File: src/rtl/cmos_cam_gen_pkg.sv
// Shared constants, state encoding and timing helpers for the camera timing source.
package cmos_cam_pkg;

  localparam int unsigned DEF_H_ACTIVE  = 800;
  localparam int unsigned DEF_H_FP      = 40;
  localparam int unsigned DEF_H_SYNC    = 128;
  localparam int unsigned DEF_H_BP      = 88;
  localparam int unsigned DEF_V_ACTIVE  = 480;
  localparam int unsigned DEF_V_FP      = 1;
  localparam int unsigned DEF_V_SYNC    = 3;
  localparam int unsigned DEF_V_BP      = 21;
  localparam bit          DEF_HS_POL    = 1'b0;
  localparam bit          DEF_VS_POL    = 1'b0;
  localparam int unsigned DEF_BPP       = 3;
  localparam int unsigned DEF_HDR_BYTES = 54;
  localparam int unsigned DEF_BOTTOM_UP = 1;
  localparam int unsigned DEF_CNT_W     = 12;

  typedef enum logic [1:0] {
    ST_IDLE     = 2'd0,
    ST_RUN      = 2'd1,
    ST_STOPPING = 2'd2
  } cam_state_e;

  // Clocks per line including blanking.
  function automatic int unsigned h_total(input int unsigned active, input int unsigned fp,
                                          input int unsigned sync, input int unsigned bp);
    return sync + bp + active + fp;
  endfunction

  // Lines per frame including blanking.
  function automatic int unsigned v_total(input int unsigned active, input int unsigned fp,
                                          input int unsigned sync, input int unsigned bp);
    return sync + bp + active + fp;
  endfunction

  // BMP row length in bytes, padded up to a multiple of 4.
  function automatic int unsigned bmp_stride(input int unsigned h_active, input int unsigned bpp);
    return (h_active * bpp + 32'd3) & ~32'd3;
  endfunction

endpackage

File: src/rtl/cmos_cam_gen_if.sv
// Camera timing bus: run request in, sync/pixel qualifiers and frame events out.
interface cmos_cam_gen_if #(
  parameter int unsigned CNT_W = 12
);
  logic             en;
  logic             cmos_vsync;
  logic             cmos_hsync;
  logic             cmos_href;
  logic [CNT_W-1:0] cmos_x;
  logic [CNT_W-1:0] cmos_y;
  logic [31:0]      cmos_index;
  logic             frame_start;
  logic             frame_end;
  logic [15:0]      frame_cnt;
  logic             running;

  // Timing generator side.
  modport master (
    input  en,
    output cmos_vsync, cmos_hsync, cmos_href, cmos_x, cmos_y, cmos_index,
    output frame_start, frame_end, frame_cnt, running
  );

  // Consumer side.
  modport slave (
    output en,
    input  cmos_vsync, cmos_hsync, cmos_href, cmos_x, cmos_y, cmos_index,
    input  frame_start, frame_end, frame_cnt, running
  );
endinterface

File: src/rtl/cmos_index_calc.sv
// Combinational byte offset of pixel (x, y) inside a BMP image array.
module cmos_index_calc
  import cmos_cam_pkg::*;
#(
  parameter int unsigned CNT_W     = DEF_CNT_W,
  parameter int unsigned BPP       = DEF_BPP,
  parameter int unsigned STRIDE    = bmp_stride(DEF_H_ACTIVE, DEF_BPP),
  parameter int unsigned HDR_BYTES = DEF_HDR_BYTES,
  parameter int unsigned BOTTOM_UP = DEF_BOTTOM_UP,
  parameter int unsigned V_ACTIVE  = DEF_V_ACTIVE
) (
  input  logic [CNT_W-1:0] x_i,
  input  logic [CNT_W-1:0] y_i,
  input  logic             active_i,
  output logic [31:0]      index_c
);

  logic [31:0] row_c;

  // Bottom-up BMPs store image row 0 last; offset is zero outside the active window.
  always_comb begin
    row_c   = (BOTTOM_UP != 0) ? (32'(V_ACTIVE - 1) - 32'(y_i)) : 32'(y_i);
    index_c = '0;
    if (active_i) begin
      index_c = 32'(HDR_BYTES) + row_c * 32'(STRIDE) + 32'(x_i) * 32'(BPP);
    end
  end

endmodule

File: src/rtl/cmos_cam_gen.sv
// Parametrised camera timing source: counters, run/stop FSM and registered outputs.
module cmos_cam_gen
  import cmos_cam_pkg::*;
#(
  parameter int unsigned H_ACTIVE  = DEF_H_ACTIVE,
  parameter int unsigned H_FP      = DEF_H_FP,
  parameter int unsigned H_SYNC    = DEF_H_SYNC,
  parameter int unsigned H_BP      = DEF_H_BP,
  parameter int unsigned V_ACTIVE  = DEF_V_ACTIVE,
  parameter int unsigned V_FP      = DEF_V_FP,
  parameter int unsigned V_SYNC    = DEF_V_SYNC,
  parameter int unsigned V_BP      = DEF_V_BP,
  parameter bit          HS_POL    = DEF_HS_POL,
  parameter bit          VS_POL    = DEF_VS_POL,
  parameter int unsigned BPP       = DEF_BPP,
  parameter int unsigned HDR_BYTES = DEF_HDR_BYTES,
  parameter int unsigned BOTTOM_UP = DEF_BOTTOM_UP,
  parameter int unsigned CNT_W     = DEF_CNT_W
) (
  input logic            clk,
  input logic            rst_n,
  cmos_cam_gen_if.master cam
);

  localparam int unsigned H_TOTAL = h_total(H_ACTIVE, H_FP, H_SYNC, H_BP);
  localparam int unsigned V_TOTAL = v_total(V_ACTIVE, V_FP, V_SYNC, V_BP);
  localparam int unsigned STRIDE  = bmp_stride(H_ACTIVE, BPP);

  localparam logic [CNT_W-1:0] H_LAST   = CNT_W'(H_TOTAL - 1);
  localparam logic [CNT_W-1:0] V_LAST   = CNT_W'(V_TOTAL - 1);
  localparam logic [CNT_W-1:0] HS_END   = CNT_W'(H_SYNC);
  localparam logic [CNT_W-1:0] VS_END   = CNT_W'(V_SYNC);
  localparam logic [CNT_W-1:0] HA_START = CNT_W'(H_SYNC + H_BP);
  localparam logic [CNT_W-1:0] HA_END   = CNT_W'(H_SYNC + H_BP + H_ACTIVE);
  localparam logic [CNT_W-1:0] VA_START = CNT_W'(V_SYNC + V_BP);
  localparam logic [CNT_W-1:0] VA_END   = CNT_W'(V_SYNC + V_BP + V_ACTIVE);
  localparam logic [CNT_W-1:0] X_LAST   = CNT_W'(H_ACTIVE - 1);
  localparam logic [CNT_W-1:0] Y_LAST   = CNT_W'(V_ACTIVE - 1);

  cam_state_e       state_q;
  logic             running_q;
  logic [CNT_W-1:0] hcnt_q, vcnt_q;
  logic [CNT_W-1:0] hcnt_d, vcnt_d;
  logic             line_last_c, frame_last_c;

  logic             run_c, vs_c, hs_c, act_c, fs_c, fe_c;
  logic [CNT_W-1:0] x_c, y_c;
  logic [31:0]      index_c;

  logic             vsync_q, hsync_q, href_q, fs_q, fe_q;
  logic [CNT_W-1:0] x_q, y_q;
  logic [31:0]      index_q;
  logic [15:0]      fcnt_q;

  // Free-running raster position while the generator is active.
  always_comb begin
    line_last_c  = (hcnt_q == H_LAST);
    frame_last_c = line_last_c && (vcnt_q == V_LAST);
    hcnt_d       = line_last_c ? '0 : hcnt_q + CNT_W'(1);
    vcnt_d       = vcnt_q;
    if (line_last_c) begin
      vcnt_d = (vcnt_q == V_LAST) ? '0 : vcnt_q + CNT_W'(1);
    end
  end

  // Run/stop FSM with counters; stop and restart only take effect at frame boundaries.
  always_ff @(posedge clk or negedge rst_n) begin
    if (!rst_n) begin
      state_q   <= ST_IDLE;
      running_q <= 1'b0;
      hcnt_q    <= '0;
      vcnt_q    <= '0;
    end else begin
      case (state_q)
        ST_IDLE: begin
          hcnt_q <= '0;
          vcnt_q <= '0;
          if (cam.en) begin
            state_q   <= ST_RUN;
            running_q <= 1'b1;
          end
        end
        ST_RUN: begin
          hcnt_q <= hcnt_d;
          vcnt_q <= vcnt_d;
          if (!cam.en) begin
            state_q <= ST_STOPPING;
          end
        end
        ST_STOPPING: begin
          hcnt_q <= hcnt_d;
          vcnt_q <= vcnt_d;
          if (frame_last_c) begin
            if (cam.en) begin
              state_q <= ST_RUN;
            end else begin
              state_q   <= ST_IDLE;
              running_q <= 1'b0;
            end
          end
        end
        default: begin
          state_q   <= ST_IDLE;
          running_q <= 1'b0;
          hcnt_q    <= '0;
          vcnt_q    <= '0;
        end
      endcase
    end
  end

  // Raster decode; everything reads as inactive while idle.
  always_comb begin
    run_c = (state_q != ST_IDLE);
    vs_c  = run_c && (vcnt_q < VS_END);
    hs_c  = run_c && (hcnt_q < HS_END);
    act_c = run_c && (vcnt_q >= VA_START) && (vcnt_q < VA_END) &&
            (hcnt_q >= HA_START) && (hcnt_q < HA_END);
    x_c   = act_c ? (hcnt_q - HA_START) : '0;
    y_c   = act_c ? (vcnt_q - VA_START) : '0;
    fs_c  = run_c && (hcnt_q == '0) && (vcnt_q == '0);
    fe_c  = act_c && (x_c == X_LAST) && (y_c == Y_LAST);
  end

  cmos_index_calc #(
    .CNT_W     (CNT_W),
    .BPP       (BPP),
    .STRIDE    (STRIDE),
    .HDR_BYTES (HDR_BYTES),
    .BOTTOM_UP (BOTTOM_UP),
    .V_ACTIVE  (V_ACTIVE)
  ) u_index_calc (
    .x_i      (x_c),
    .y_i      (y_c),
    .active_i (act_c),
    .index_c  (index_c)
  );

  // Output registers: one clock behind the raster position, all in the same stage.
  always_ff @(posedge clk or negedge rst_n) begin
    if (!rst_n) begin
      vsync_q <= ~VS_POL;
      hsync_q <= ~HS_POL;
      href_q  <= 1'b0;
      x_q     <= '0;
      y_q     <= '0;
      index_q <= '0;
      fs_q    <= 1'b0;
      fe_q    <= 1'b0;
      fcnt_q  <= '0;
    end else begin
      vsync_q <= vs_c ? VS_POL : ~VS_POL;
      hsync_q <= hs_c ? HS_POL : ~HS_POL;
      href_q  <= act_c;
      x_q     <= x_c;
      y_q     <= y_c;
      index_q <= index_c;
      fs_q    <= fs_c;
      fe_q    <= fe_c;
      if (fe_c) begin
        fcnt_q <= fcnt_q + 16'd1;
      end
    end
  end

  assign cam.cmos_vsync  = vsync_q;
  assign cam.cmos_hsync  = hsync_q;
  assign cam.cmos_href   = href_q;
  assign cam.cmos_x      = x_q;
  assign cam.cmos_y      = y_q;
  assign cam.cmos_index  = index_q;
  assign cam.frame_start = fs_q;
  assign cam.frame_end   = fe_q;
  assign cam.frame_cnt   = fcnt_q;
  assign cam.running     = running_q;

endmodule

File: src/flat_wrapper.sv
// flat-port wrapper written by rule: the top's interface ports become plain ports
module cmos_cam_gen_flat import cmos_cam_pkg::*;
#(
  parameter int unsigned H_ACTIVE  = DEF_H_ACTIVE,
  parameter int unsigned H_FP      = DEF_H_FP,
  parameter int unsigned H_SYNC    = DEF_H_SYNC,
  parameter int unsigned H_BP      = DEF_H_BP,
  parameter int unsigned V_ACTIVE  = DEF_V_ACTIVE,
  parameter int unsigned V_FP      = DEF_V_FP,
  parameter int unsigned V_SYNC    = DEF_V_SYNC,
  parameter int unsigned V_BP      = DEF_V_BP,
  parameter bit          HS_POL    = DEF_HS_POL,
  parameter bit          VS_POL    = DEF_VS_POL,
  parameter int unsigned BPP       = DEF_BPP,
  parameter int unsigned HDR_BYTES = DEF_HDR_BYTES,
  parameter int unsigned BOTTOM_UP = DEF_BOTTOM_UP,
  parameter int unsigned CNT_W     = DEF_CNT_W
)
  (clk, rst_n, cam_en, cam_cmos_vsync, cam_cmos_hsync, cam_cmos_href, cam_cmos_x, cam_cmos_y, cam_cmos_index, cam_frame_start, cam_frame_end, cam_frame_cnt, cam_running);
  cmos_cam_gen_if #(.CNT_W(CNT_W)) cam_i ();
  input logic clk;
  input logic rst_n;
  input wire logic [$bits(cam_i.en)-1:0] cam_en;
  output wire logic [$bits(cam_i.cmos_vsync)-1:0] cam_cmos_vsync;
  output wire logic [$bits(cam_i.cmos_hsync)-1:0] cam_cmos_hsync;
  output wire logic [$bits(cam_i.cmos_href)-1:0] cam_cmos_href;
  output wire logic [$bits(cam_i.cmos_x)-1:0] cam_cmos_x;
  output wire logic [$bits(cam_i.cmos_y)-1:0] cam_cmos_y;
  output wire logic [$bits(cam_i.cmos_index)-1:0] cam_cmos_index;
  output wire logic [$bits(cam_i.frame_start)-1:0] cam_frame_start;
  output wire logic [$bits(cam_i.frame_end)-1:0] cam_frame_end;
  output wire logic [$bits(cam_i.frame_cnt)-1:0] cam_frame_cnt;
  output wire logic [$bits(cam_i.running)-1:0] cam_running;
  assign cam_i.en = cam_en;
  assign cam_cmos_vsync = cam_i.cmos_vsync;
  assign cam_cmos_hsync = cam_i.cmos_hsync;
  assign cam_cmos_href = cam_i.cmos_href;
  assign cam_cmos_x = cam_i.cmos_x;
  assign cam_cmos_y = cam_i.cmos_y;
  assign cam_cmos_index = cam_i.cmos_index;
  assign cam_frame_start = cam_i.frame_start;
  assign cam_frame_end = cam_i.frame_end;
  assign cam_frame_cnt = cam_i.frame_cnt;
  assign cam_running = cam_i.running;
  cmos_cam_gen #(.H_ACTIVE(H_ACTIVE), .H_FP(H_FP), .H_SYNC(H_SYNC), .H_BP(H_BP), .V_ACTIVE(V_ACTIVE), .V_FP(V_FP), .V_SYNC(V_SYNC), .V_BP(V_BP), .HS_POL(HS_POL), .VS_POL(VS_POL), .BPP(BPP), .HDR_BYTES(HDR_BYTES), .BOTTOM_UP(BOTTOM_UP), .CNT_W(CNT_W)) u_core (.clk(clk), .rst_n(rst_n), .cam(cam_i));
endmodule
File: config.mk
export PLATFORM = sky130hd
export DESIGN_NAME = cmos_cam_gen_flat
export DESIGN_NICKNAME = d
export VERILOG_FILES = /design/src/rtl/cmos_cam_gen_pkg.sv /design/src/rtl/cmos_cam_gen_if.sv /design/src/rtl/cmos_index_calc.sv /design/src/rtl/cmos_cam_gen.sv /design/src/flat_wrapper.sv
export SDC_FILE = /design/constraint.sdc
export NUM_CORES = 1
export LEC_CHECK = 0
export ABC_AREA = 0
export BUFFER_PORTS_ARGS = -buffer_cell sky130_fd_sc_hd__clkbuf_2
export CAP_MARGIN = 20
export CORE_MARGIN = 2
export CORE_UTILIZATION = 60
export DETAILED_ROUTE_END_ITERATION = 8
export MAX_ROUTING_LAYER = met4
export PLACE_DENSITY = 0.85
export REMOVE_ABC_BUFFERS = 1
export SLEW_MARGIN = 25
export SYNTH_ARGS = -nofsm -noshare
export SYNTH_HDL_FRONTEND = slang
export SYNTH_SLANG_ARGS = --single-unit
File: constraint.sdc
create_clock -name clk -period 9.8 [get_ports clk]
set_input_delay 2.45 -clock clk [delete_from_list [all_inputs] [get_ports clk]]
set_output_delay 2.45 -clock clk [all_outputs]
set_load 0.1 [all_outputs]
Word-level counts from Yosys, hierarchy flattened --
Cells that the tools add are included.
Word-level totals: input bits 3, register bits after elaboration 104, output and inout port bits 78
Operators by class: order comparisons 6, muxes and demuxes 19, add/sub/neg operators 8, equal/unequal tests 11, $mul 2, reduce and logical (&&, ||, !) cells 18, bitwise operators 1
Operators by type and width (number):
- 12-bit two-way mux | 7
- 32-bit by 14-bit adder with 32-bit output | 1
- 6-bit by 32-bit adder with 32-bit output, first input constant | 1
- 32-bit by 7-bit multiplier with 27-bit output, second input constant | 1
- 32-bit two-way mux | 1
- 12-bit by 1-bit adder with 12-bit output, second input constant | 2
- 12-bit by 9-bit equality test with 1-bit output, second input constant | 2
- 12-bit logical NOT | 2
- 16-bit by 1-bit adder with 16-bit output, second input constant | 1
- 12-bit by 2-bit multiplier with 14-bit output, second input constant | 1
- 9-bit by 12-bit subtractor with 13-bit output, first input constant | 1
- 12-bit by 10-bit equality test with 1-bit output, second input constant | 1
- 12-bit by 11-bit equality test with 1-bit output, second input constant | 1
- 12-bit by 5-bit >= comparator with 1-bit output, second input constant | 1
- 12-bit by 8-bit >= comparator with 1-bit output, second input constant | 1
- 12-bit by 10-bit less-than comparator with 1-bit output, second input constant | 1
- 12-bit by 2-bit less-than comparator with 1-bit output, second input constant | 1
- 12-bit by 8-bit less-than comparator with 1-bit output, second input constant | 1
- 12-bit by 9-bit less-than comparator with 1-bit output, second input constant | 1
- 12-bit by 5-bit subtractor with 12-bit output, second input constant | 1
- 12-bit by 8-bit subtractor with 12-bit output, second input constant | 1
- 1-bit logical AND | 11
- 1-bit two-way mux | 6
- 2-bit two-way mux | 3
- other kinds (12) | 15

Longest topological paths before layout --
depth in word-level cells 11, gate-level depth with buffers 33

By module --
A second synthesis with hierarchy kept.
Second synthesis, totals: cell total of the unflattened synthesis 885, area total of the unflattened synthesis 8231.6 um2
By module, submodules not included:
- cmos_cam_gen | seq. area each 2605.0 um2, cells an instance 435, times used 1, area an instance 4692.0 um2
- cmos_index_calc | seq. area each 0.0 um2, cells an instance 450, times used 1, area an instance 3539.6 um2

Worst setup path after synthesis --
No wires, ideal clock.
path type reg2reg, start point register u_core.hcnt_q[3], end point register u_core.index_q[26] (netlist: u_core.cam.cmos_index[26]), clock period less this slack 7326 ps, stages on the path, launching flop included 31, arrival time 7207 ps, library setup time 119 ps, setup slack 2474 ps, cells stage by stage dfrtp_1 -> ha_1 -> inv_1 -> or4_1 -> a21oi_1 -> o31ai_1 -> clkbuf_1 -> clkbuf_1 -> nor2_1 -> ha_1 -> xor2_1 -> ha_1 -> ha_1 -> fa_1 -> inv_1 -> fa_1 -> inv_1 -> ha_1 -> or4_1 -> a21o_1 -> nand2_1 -> xnor2_1 -> ha_1 -> nand4_1 -> nor2_1 -> a211oi_1 -> nor3_1 -> nor4b_4 -> maj3_1 -> o21ai_0 -> and2_1
On the way: cells in the longest elaborated chain, start to end 9, elaborated cells on any way between the ends 13
RTL lines:
- start: declaration | RTL line cmos_cam_gen.sv:42 | logic [CNT_W-1:0] hcnt_q, vcnt_q;
- start signal: assignment | RTL line cmos_cam_gen.sv:84 | hcnt_q <= hcnt_d;
- start signal: assignment | RTL line cmos_cam_gen.sv:91 | hcnt_q <= hcnt_d;
- 12-bit by 8-bit >= comparator with 1-bit output | RTL line cmos_cam_gen.sv:118 | (hcnt_q >= HA_START) && (hcnt_q < HA_END);
- 1-bit logical AND | RTL line cmos_cam_gen.sv:117 | act_c = run_c && (vcnt_q >= VA_START) && (vcnt_q < VA_END) &&
- 1-bit logical AND (*) | RTL line cmos_cam_gen.sv:118
- 12-bit two-way mux (*) | RTL line cmos_cam_gen.sv:120 | y_c = act_c ? (vcnt_q - VA_START) : '0;
- via u_core.u_index_calc.y_i[6] | RTL line cmos_index_calc.sv:13 | input logic [CNT_W-1:0] y_i,
- 9-bit by 12-bit subtractor with 13-bit output (*) | RTL line cmos_index_calc.sv:22 | row_c = (BOTTOM_UP != 0) ? (32'(V_ACTIVE - 1) - 32'(y_i)) : 32'(y_i);
- 32-bit by 7-bit multiplier with 27-bit output (*) | RTL line cmos_index_calc.sv:25 | index_c = 32'(HDR_BYTES) + row_c * 32'(STRIDE) + 32'(x_i) * 32'(BPP);
- 6-bit by 32-bit adder with 32-bit output (*) | RTL line cmos_index_calc.sv:25
- 32-bit by 14-bit adder with 32-bit output (*) | RTL line cmos_index_calc.sv:25
- 32-bit two-way mux (*) | RTL line cmos_index_calc.sv:24 | if (active_i) begin
- via u_core.index_c[26] | RTL line cmos_cam_gen.sv:48 | logic [31:0] index_c;
- end signal: assignment | RTL line cmos_cam_gen.sv:157 | index_q <= index_c;
- end: declaration | RTL line cmos_cam_gen.sv:52 | logic [31:0] index_q;
The timed path passes the listed nets; every way through them passes the cells marked *. A chain may end at the register's enable or synchronous reset.

Worst setup path in the final report --
start point register u_core.vcnt_q[3], end point register u_core.index_q[26] (netlist: u_core.cam.cmos_index[26])
On the way: cells in the longest elaborated chain, start to end 11, elaborated cells on any way between the ends 15
RTL lines:
- start: declaration | RTL line cmos_cam_gen.sv:42
- start signal: assignment | RTL line cmos_cam_gen.sv:85 | vcnt_q <= vcnt_d;
- start signal: assignment | RTL line cmos_cam_gen.sv:92 | vcnt_q <= vcnt_d;
- 12-bit by 5-bit >= comparator with 1-bit output | RTL line cmos_cam_gen.sv:117
- 1-bit logical AND (3 in series) | RTL line cmos_cam_gen.sv:117
- 1-bit logical AND | RTL line cmos_cam_gen.sv:118
- 12-bit two-way mux (*) | RTL line cmos_cam_gen.sv:120
- 9-bit by 12-bit subtractor with 13-bit output (*) | RTL line cmos_index_calc.sv:22
- via u_core.u_index_calc.row_c[5] | RTL line cmos_index_calc.sv:18 | logic [31:0] row_c;
- 32-bit by 7-bit multiplier with 27-bit output (*) | RTL line cmos_index_calc.sv:25
- 6-bit by 32-bit adder with 32-bit output (*) | RTL line cmos_index_calc.sv:25
- 32-bit by 14-bit adder with 32-bit output (*) | RTL line cmos_index_calc.sv:25
- 32-bit two-way mux (*) | RTL line cmos_index_calc.sv:24
- via u_core.index_c[26] | RTL line cmos_cam_gen.sv:48
Marks and branches as above.

==> results by group <==
Outcome
  • Outcome: complete, no violations

Synth
  • Post-synth EDFFs: 0
  • Synth top area share: 32.3%
  • Syn Inst Count: 823
  • #FFs+latches synth: 103
  • Post-Syn Area: slightly below 8000 um2
  • Sequential-to-total area share from yosys stat: 33.0%
  • Syn_area_per_cell: 9.51 um2
  • Synth Flop Type: dfrtp_1
  • Cell taking the most area after synthesis: dfrtp_1
  • Ranking of synthesized cells by area: dfrtp_1 (32%), ha_1 (15%), fa_1 (7.2%)
  • Post-synth cell types: between 60 and 70
  • Asr flop ratio synth: 100%
  • Synth warn: 0

Critical path
  • Bufs and invs on worst path: 4
  • Critical path launch point type: flip-flop
  • Class of the most critical setup path: flip-flop to flip-flop
  • Worst path required time: 10060 ps
  • Most frequent CP cell: ha_1
  • Critical Path AT: around 8400 ps
  • Max incr delay on CP: roughly 530 ps
  • CP max FO: 35
  • Crit. End Element: flip-flop
  • CP top delay family: adder cells
  • CP max-delay cell: fa_1

GRT
  • First-pass GRT wire length: ~28 mm
  • Global Route Usage Sum: 25.1%
  • Grt ovf: 0
  • Vias in the first global route: slightly below 6000
  • Maximum number of pins on one net before global-route repair: 55
  • Antenna violations before repair: 0

Clock tree
  • Clk sinks: 103
  • Max Root-Sink Buffers: 2
  • Clk_lat worst skew: 370 ps
  • CTS clk-pin slew, worst paths: 80 ps
  • CTS buffer count: 9
  • CTS resizes: 0
  • Hold_buf cts: 0
  • # Post-CTS Setup Buffers: 0
  • CTS tree: built
  • Root Buffer Master: clkbuf_16
  • # H-tree levels: 3

Floorplanning
  • Core box area: roughly 13000 um2
  • Full die area: 14000 um2
  • IO Count: 81
  • Die Y: 118 um
  • Initial Util: 61.8%
  • Die W: 118 um
  • Rows: 41

Placed design
  • Cell Area, Placed: a little over 8000 um2
  • Inst Count DP: 1050
  • Final GP Congestion: 0.954
  • Port bufs: 80
  • HPWL Detailed: 12.4 mm

Drt
  • Total routed wirelength: 16.5 mm
  • Drt pass-1 iters: 5
  • DR DRC count: 0
  • Post-DRT Antenna Nets: 0
  • WL/cell: about 15 um
  • Routed vias/inst: 5.65
  • Initial DRC Count: 341
  • Routed vias: around 6000

Timing
  • Final Hold Vio Count: 0
  • Fin crit share: 83.4%
  • Max_slew headroom: 49.2%
  • WHS: ~470 ps
  • Final Skew: 9.62 ps
  • Fmax: 122 MHz
  • RSZ-0062 raised after global routing: no
  • Final setup fails: 0
  • Final Critical Period: 8170 ps
  • Actual slew at the worst max-slew pin: 756 ps
  • Setup_tns: 0 ps
  • Fin. max-slew vios: 0

Final layout
  • Area Growth Syn to Fin: 9.80%
  • Fillers: 941
  • # diodes: 0
  • Share of layout cells above drive strength 1: 13.5%
  • Final Non-Filler Cells: 1066
  • Nets@finish: 1016
  • Cell area after layout: 8600 um2

Power and ir drop
  • Overall Power: around 1000 uW
  • PwrDens: 116 nW/um2
  • Leak: 4.58 nW
  • Peak VDD IR: 244 uV

Flow run
  • Max-Cap Viols: 0

Worst hold path
  • Type of the worst min-delay path: flip-flop to flip-flop
-- cell usage after synthesis, drive strengths merged (8+ instances only) --
cell type / n
clkbuf: 19
fa: 28
nor3: 21
a21oi: 35
nand4: 9
nor2b: 8
inv: 91
ha: 96
nand2: 55
xnor2: 49
and3: 16
buf: 8
and2: 15
xor2: 28
nand3: 25
o21ai: 29
a21o: 15
nand2b: 11
nor2: 69
dfrtp: 101
-- logic make-up after synthesis --
kind of cell,synth area share [%]
AOI/OAI and AO/OA,11.2
adders and majority gates,22.6
xor gates and xnor gates,9.01
buffers and inverters,6.49
muxes,0.687
DFF,33.0
and+or+nand+nor,17.0
-- worst register-to-register path: cells and delay by family, from the launching register on --
kind,cells,cell delay (ps)
buffers and inverters,4,540
flip-flops,1,510
XOR/XNOR,2,460
AO/OA/AOI/OAI,6,1170
AND/OR/NAND/NOR,9,2310
adder cells (fa/ha/maj),9,3090
-- final timing paths --
check | depth (start not counted) | slack, ps | end | startpoint
max | 30 | 1630 | u_core.cam.cmos_index[26]$_DFF_PN0_ | u_core.vcnt_q[3]$_DFFE_PN0P_
min | 1 | 470 | u_core.cam.frame_cnt[15]$_DFFE_PN0P_ | u_core.cam.frame_cnt[15]$_DFFE_PN0P_
max reg2reg | 30 | 1630 | u_core.cam.cmos_index[26]$_DFF_PN0_ | u_core.vcnt_q[3]$_DFFE_PN0P_
min reg2reg | 1 | 470 | u_core.cam.frame_cnt[15]$_DFFE_PN0P_ | u_core.cam.frame_cnt[15]$_DFFE_PN0P_
max in group asynchronous | 2 | 6610 | u_core.cam.cmos_index[18]$_DFF_PN0_ | rst_n
min in group asynchronous | 1 | 2100 | u_core.hcnt_q[7]$_DFF_PN0_ | rst_n
-- layout by cell type, fill, tap and decap left out, drive strengths merged, types with 16 or more instances in the layout --
| master | Yosys | final |
|---|---|---|
| dfrtp | 101 | 101 |
| ha | 96 | 96 |
| inv | 91 | 96 |
| clkbuf | 19 | 89 |
| nor2 | 69 | 69 |
| nand2 | 55 | 55 |
| xnor2 | 49 | 49 |
| a21oi | 35 | 35 |
| o21ai | 29 | 29 |
| xor2 | 28 | 28 |
| fa | 28 | 28 |
| nand3 | 25 | 25 |
| nor3 | 21 | 21 |
| and3 | 16 | 16 |
-- registers in the layout, indices dropped and copies added, names as in the netlist --
name / flops
u_core.cam.cmos_index: 31
u_core.cam.frame_cnt: 16
u_core.cam.cmos_x: 12
u_core.cam.cmos_y: 12
u_core.hcnt_q: 12
u_core.vcnt_q: 12
u_core.state_q: 2
u_core.cam.cmos_href: 1
u_core.cam.cmos_hsync: 1
u_core.cam.cmos_vsync: 1
u_core.cam.frame_end: 1
u_core.cam.frame_start: 1
u_core.cam.running: 1
-- per-layer routing --
layer	routed length, um	track usage, %	vias to the layer above
li1	-	-	2936
met1	7340	32.5	2901
met2	8030	40.4	156
met3	763	3.81	25
met4	352	8.73	0
met5	0	-	-
-- through the flow --
stage	utilization (%)	setup WS, ps
floorplan	-	660
finish	67.8	1630
detailed placement	65.6	1690
global route	67.8	746
CTS	67.8	1660
global placement	65.6	1980
-- power by group --
| part | internal, mW | total, mW | leakage, nW | switching (mW) |
|---|---|---|---|---|
| clock | 0.179 | 0.356 | 0.142 | 0.177 |
| sequential | 0.444 | 0.460 | 1.43 | 0.0157 |
| combinational | 0.0447 | 0.181 | 3.01 | 0.136 |
| total | 0.668 | 0.997 | 4.58 | 0.329 |
-- final cells by class --
cell class	count	area [um2]	area share, %
clock buffers	10	229	2.66
clock inverters	6	57.6	0.670
inverters	91	342	3.97
multi-input cells	602	4750	55.3
flip-flops and latches	103	2580	30.0
well taps	172	215	2.50
repair buffers	82	418	4.86
No activity file was read; power rests on OpenSTA's default activity.
